--- src/rtl/adc_ctrl_pkg.sv ---
// Shared frame geometry, FSM state encoding and frame helpers for the ADC
// capture controller.
package adc_ctrl_pkg;

    localparam int FRAME_BITS = 16;
    localparam int DATA_BITS  = 12;
    localparam int LEAD_BITS  = 4;

    typedef enum logic [1:0] {
        ST_IDLE  = 2'd0,
        ST_CONV  = 2'd1,
        ST_QUIET = 2'd2
    } state_t;

    // True when any of the leading (expected-zero) bits of a frame is set.
    function automatic logic lead_nonzero(input logic [FRAME_BITS-1:0] frame);
        return |frame[FRAME_BITS-1 -: LEAD_BITS];
    endfunction

endpackage

--- src/rtl/adc_ctrl_shift.sv ---
// Serial-in, MSB-first frame shift register; one instance per ADC data line.
module adc_shift
    import adc_ctrl_pkg::*;
(
    input  logic                  clk,
    input  logic                  reset,
    input  logic                  shift_en,
    input  logic                  sd,
    output logic [FRAME_BITS-1:0] data
);

    // Shift one serial bit in at the LSB when enabled.
    always_ff @(posedge clk) begin
        if (reset) begin
            data <= '0;
        end else if (shift_en) begin
            data <= {data[FRAME_BITS-2:0], sd};
        end else begin
            data <= data;
        end
    end

endmodule

--- src/rtl/adc_ctrl.sv ---
// Dual-line SPI-style ADC read controller: one 16-bit frame per start request,
// left/right samples presented in parallel with a one-cycle valid strobe.
module adc_ctrl
    import adc_ctrl_pkg::*;
#(
    parameter int SCK_DIV      = 2,
    parameter int QUIET_CYCLES = 4
) (
    input  logic                 clk,
    input  logic                 reset,
    input  logic                 start,
    output logic                 busy,
    output logic [DATA_BITS-1:0] sample_l,
    output logic [DATA_BITS-1:0] sample_r,
    output logic                 valid,
    output logic                 lead_err,
    output logic                 cs_n,
    output logic                 sck,
    input  logic                 sd0,
    input  logic                 sd1
);

    localparam logic [7:0] DIV_LAST   = 8'(SCK_DIV - 1);
    localparam logic [7:0] QUIET_LAST = 8'(QUIET_CYCLES - 1);
    localparam logic [3:0] BIT_LAST   = 4'(FRAME_BITS - 1);

    state_t                state_r;
    logic [7:0]            div_cnt_r;
    logic [7:0]            quiet_cnt_r;
    logic [3:0]            bit_cnt_r;
    logic [FRAME_BITS-1:0] shift_l_s;
    logic [FRAME_BITS-1:0] shift_r_s;
    logic                  half_done_s;
    logic                  shift_en_s;

    assign half_done_s = (div_cnt_r == DIV_LAST);
    // Data is captured on the last clk of the sck-low half, just before sck rises.
    assign shift_en_s  = (state_r == ST_CONV) && !sck && half_done_s;

    adc_shift u_shift_l (
        .clk      (clk),
        .reset    (reset),
        .shift_en (shift_en_s),
        .sd       (sd0),
        .data     (shift_l_s)
    );

    adc_shift u_shift_r (
        .clk      (clk),
        .reset    (reset),
        .shift_en (shift_en_s),
        .sd       (sd1),
        .data     (shift_r_s)
    );

    // Frame FSM with sck divider, bit counter, quiet timer and registered outputs.
    always_ff @(posedge clk) begin
        if (reset) begin
            state_r     <= ST_IDLE;
            div_cnt_r   <= 8'd0;
            quiet_cnt_r <= 8'd0;
            bit_cnt_r   <= 4'd0;
            busy        <= 1'b0;
            valid       <= 1'b0;
            lead_err    <= 1'b0;
            sample_l    <= '0;
            sample_r    <= '0;
            cs_n        <= 1'b1;
            sck         <= 1'b1;
        end else begin
            valid <= 1'b0;
            case (state_r)
                ST_IDLE: begin
                    cs_n <= 1'b1;
                    sck  <= 1'b1;
                    busy <= 1'b0;
                    if (start) begin
                        state_r   <= ST_CONV;
                        busy      <= 1'b1;
                        cs_n      <= 1'b0;
                        sck       <= 1'b0;
                        div_cnt_r <= 8'd0;
                        bit_cnt_r <= 4'd0;
                    end else begin
                        state_r <= ST_IDLE;
                    end
                end
                ST_CONV: begin
                    if (!half_done_s) begin
                        div_cnt_r <= div_cnt_r + 8'd1;
                    end else begin
                        div_cnt_r <= 8'd0;
                        if (!sck) begin
                            sck <= 1'b1;
                        end else if (bit_cnt_r == BIT_LAST) begin
                            // Frame complete: release the ADC and publish both samples.
                            state_r     <= ST_QUIET;
                            cs_n        <= 1'b1;
                            sck         <= 1'b1;
                            sample_l    <= shift_l_s[DATA_BITS-1:0];
                            sample_r    <= shift_r_s[DATA_BITS-1:0];
                            lead_err    <= lead_nonzero(shift_l_s) | lead_nonzero(shift_r_s);
                            valid       <= 1'b1;
                            quiet_cnt_r <= 8'd0;
                        end else begin
                            sck       <= 1'b0;
                            bit_cnt_r <= bit_cnt_r + 4'd1;
                        end
                    end
                end
                ST_QUIET: begin
                    if (quiet_cnt_r == QUIET_LAST) begin
                        state_r <= ST_IDLE;
                        busy    <= 1'b0;
                    end else begin
                        quiet_cnt_r <= quiet_cnt_r + 8'd1;
                    end
                end
                default: begin
                    state_r <= ST_IDLE;
                    busy    <= 1'b0;
                    cs_n    <= 1'b1;
                    sck     <= 1'b1;
                end
            endcase
        end
    end

endmodule

--- config.mk ---
export PLATFORM = sky130hd
export DESIGN_NAME = adc_ctrl
export DESIGN_NICKNAME = d
export VERILOG_FILES = /design/src/rtl/adc_ctrl_pkg.sv /design/src/rtl/adc_ctrl_shift.sv /design/src/rtl/adc_ctrl.sv
export SDC_FILE = /design/constraint.sdc
export NUM_CORES = 1
export LEC_CHECK = 0
export CAP_MARGIN = 30
export CORE_MARGIN = 2
export CORE_UTILIZATION = 34
export CTS_CLUSTER_DIAMETER = 60
export DETAILED_ROUTE_END_ITERATION = 10
export GPL_ROUTABILITY_DRIVEN = 0
export HOLD_SLACK_MARGIN = 0.1
export PLACE_DENSITY = 0.53
export SYNTH_ARGS = -nofsm -noshare
export SYNTH_HDL_FRONTEND = slang
export SYNTH_SLANG_ARGS = --single-unit
--- constraint.sdc ---
create_clock -name clk -period 2.26 [get_ports clk]
set_input_delay 0.452 -clock clk [delete_from_list [all_inputs] [get_ports clk]]
set_output_delay 0.452 -clock clk [all_outputs]
set_load 0.05 [all_outputs]
==> results of run 1 <==
## final timing paths
path                                     end  depth (start not counted)
worst max-delay path            bit_cnt_r[2]                          6
worst min-delay path             sample_l[8]                          2
worst max register to register  bit_cnt_r[2]                          6
worst min register to register   sample_l[8]                          2
## final cells by class
type | instances | share of cell area
Tap cell | 133 | 0.0402
Clock inverter | 5 | 0.0145
Clock buffer | 11 | 0.0342
Sequential cell | 83 | 0.402
Inverter | 3 | 0.00272
Timing Repair Buffer | 53 | 0.124
Multi-Input combinational cell | 303 | 0.382
## registers in the layout (all words and copies together) (netlist names), 2 cells and up
register / flops
quiet_cnt_r: 8
sample_l: 12
state_r: 2
div_cnt_r: 8
u_shift_r.data: 16
sample_r: 12
bit_cnt_r: 4
u_shift_l.data: 16
## metrics by stage
stage / TNS, ps / utilization / area [sq um] / std cells / power, mW
finish: 0 / 0.429 / 4140 / 591 / 2.72
global route: -1.62 / 0.429 / 4140 / 591 / 2.84
CTS: 0 / 0.429 / 4130 / 591 / 2.76
detailed placement: 0 / 0.407 / 3930 / 575 / 1.66
global placement: 0 / 0.407 / 3930 / 575 / 1.66
floorplan: -63.8 / - / 3360 / 420 / 1.61
## synthesized netlist by cell type (2+ instances only)
| cell | instances |
|---|---|
| sky130_fd_sc_hd__a211oi_1 | 2 |
| sky130_fd_sc_hd__a21o_1 | 2 |
| sky130_fd_sc_hd__a21oi_1 | 65 |
| sky130_fd_sc_hd__a311oi_1 | 4 |
| sky130_fd_sc_hd__a31oi_1 | 2 |
| sky130_fd_sc_hd__and3_1 | 6 |
| sky130_fd_sc_hd__buf_1 | 2 |
| sky130_fd_sc_hd__buf_2 | 2 |
| sky130_fd_sc_hd__clkbuf_1 | 27 |
| sky130_fd_sc_hd__dfxtp_1 | 83 |
| sky130_fd_sc_hd__ha_1 | 4 |
| sky130_fd_sc_hd__inv_1 | 3 |
| sky130_fd_sc_hd__nand2_1 | 129 |
| sky130_fd_sc_hd__nand2b_1 | 5 |
| sky130_fd_sc_hd__nand3_1 | 11 |
| sky130_fd_sc_hd__nand4_1 | 4 |
| sky130_fd_sc_hd__nor2_1 | 12 |
| sky130_fd_sc_hd__nor2b_1 | 3 |
| sky130_fd_sc_hd__nor3_1 | 2 |
| sky130_fd_sc_hd__nor3b_1 | 4 |
| sky130_fd_sc_hd__nor4_1 | 4 |
| sky130_fd_sc_hd__o21a_1 | 2 |
| sky130_fd_sc_hd__o21ai_0 | 9 |
| sky130_fd_sc_hd__o31ai_1 | 2 |
| sky130_fd_sc_hd__o41ai_1 | 2 |
| sky130_fd_sc_hd__or2_2 | 2 |
| sky130_fd_sc_hd__or3_1 | 3 |
| sky130_fd_sc_hd__or4_1 | 5 |
| sky130_fd_sc_hd__or4b_1 | 2 |
## where the power goes
group | switching [mW] | total [mW] | internal (mW)
combinational | 0.0923 | 0.143 | 0.0508
sequential | 0.00988 | 1.48 | 1.47
clock | 0.547 | 1.09 | 0.546
total | 0.649 | 2.72 | 2.07
## worst min-delay path: cells and delay by family, from the launching register on
family	cells	cell delay [ps]
AO/OA/AOI/OAI	1	50
flip-flops	1	310
AND/OR/NAND/NOR	1	50
## per-layer routing
| layer | vias to the layer above | GRT usage | wire length [microns] |
|---|---|---|---|
| met3 | 5 | 0.0475 | 280 |
| met2 | 50 | 0.244 | 3470 |
| li1 | 1513 | - | - |
| met5 | - | 0 | 0 |
| met4 | 0 | 0.0455 | 78 |
| met1 | 1373 | 0.196 | 3650 |
## cells by family after synthesis
| family | count (synthesis) | synth area share |
|---|---|---|
| and+or+nand+nor | 198 | 0.271 |
| AOI/OAI and AO/OA | 100 | 0.175 |
| xor gates and xnor gates | 1 | 0.00263 |
| DFF | 83 | 0.498 |
| buffers and inverters | 34 | 0.0390 |
| adders and majority gates | 4 | 0.0150 |
## what timing repair did
action / in CTS / in global routing
gates resized for setup: 1 / 1
endpoints found under the setup margin: 2 / 1
buffers inserted: 0 / 0
==> metrics, run 1 <==
global router's overall resource usage 0.152; share of final-layout standard cells stronger than drive strength 1 0.103; antenna diode count 0; Detail Placement HPWL around 5.0 mm; total wire length around 7.5 mm; ratio of final minimum period to clock period 0.961; first-pass iteration count of the detailed router 4; Final min period ~2200 ps; number of flops mapped to enable cells by yosys 0; slew of the pin with the lowest slew margin about 500 ps; worst-case setup slack after placement around 17 ps; number of CTS-inserted buffers 9; total via count after detailed routing roughly 2.9k; TritonCTS clock tree yes; port buffer count 33; crit path cell chain inv_1 > ha_1 > or4b_4 > or4_4 > or4b_1 > o311ai_1; Worst Path Buf+Inv 1; via count of the first global-routing pass between 2k and 3k; clock tree root buffer cell sky130_fd_sc_hd__clkbuf_8; top_reg_cell synth sky130_fd_sc_hd__dfxtp_1; run status completed; sort of element at the start of the critical path flop; number of buffers on the longest clock path 2; clock skew approximately 7 ps; Warnings, synthesis 0; MaxCap Viol Count 0; sequential fraction of the synthesis area 0.498; combined area of all synthesized cells 3340 sq um; first element of the critical path div_cnt_r[1]; initial antenna violation count 0; average instance area after synthesis slightly below 8 sq um; area of the die 10,600 sq um; number of sinks handled by clock tree synthesis between 80 and 90; register cell area after layout between 1500 and 2000 sq um; cell with the largest stage delay on the worst path sky130_fd_sc_hd__or4b_4; # H-tree levels 3; worst rel slew slack 0.665; post-detailed-route wirelength per cell between 10 and 15 microns; Max FO, Critical Path 7; total overflow reported by the global router 0; timing-limited maximum frequency 460 MHz; r2r startpoint div_cnt_r[1]; placement row count 36; required time of the worst setup path approximately 2500 ps; Critical Setup Path Class reg -> reg; Remaining DRCs 0; clk slew on worst S/H paths roughly 80 ps; leading cell types in the layout, fill and taps excluded sky130_fd_sc_hd__nand2_1, sky130_fd_sc_hd__dfxtp_1, sky130_fd_sc_hd__a21oi_1; I/O Pins 34; width of the die 103 microns; area used by multi-input combinational logic between 1500 and 2000 sq um; Area growth, synth to finish 24.0%; proportion of register bits with asynchronous set or reset after synthesis 0; post-synth top area share 0.498; Initial Util 0.346; data arrival at the endpoint of the critical path 2430 ps; drt first-iter violations approximately 110; insertion delay to the later sink of the worst-skew pair about 350 ps; leakage power summed over all cells ~1.4 nW; total of flip-flops plus latches after synthesis 83; die span in y just over 100 microns; pins over their slew limit 0; family with the most delay on the worst path simple AND/OR/NAND/NOR gates; area inside the core boundary around 9600 sq um; endpoints failing setup 0; IR drop worst, VDD about 0.35 mV; Hold Slack between 400 and 500 ps; launch point of the worst hold path sample_l[8]; global-route wire length before repair 12.7 mm; count of hold buffers inserted by post-cts repair 0; Filler cells about 1.0k; number of distinct library cells after synthesis 46; critical path capture point type flop; pin count of the biggest net entering global routing 33; Gate Count Post-Synth 420; remaining antenna violation count 0; worst hold-check path type reg -> reg; peak per-stage delay on the critical path 500 ps; FF-to-FF setup slack approximately 88 ps; Net Count, Synth roughly 430; most frequent standard cell in the layout excluding fill and tap cells sky130_fd_sc_hd__nand2_1; Final Hold Violating Endpoints 0; ranking of synthesized cells by area sky130_fd_sc_hd__dfxtp_1, sky130_fd_sc_hd__nand2_1, sky130_fd_sc_hd__a21oi_1; final net count approximately 460; total power divided by cell area 656 nW/um^2; slack of the critical path ~88 ps; cell taking the most area after synthesis sky130_fd_sc_hd__dfxtp_1; Via-to-Cell Ratio about 5
Note: power is estimated with default switching activity, not from simulation.
==> run 2, diff against run 1 <==
- CAP_MARGIN: 30 -> 40
==> results of run 2 <==
No change in the layout: final DEF, timing and power equal those of run 1.
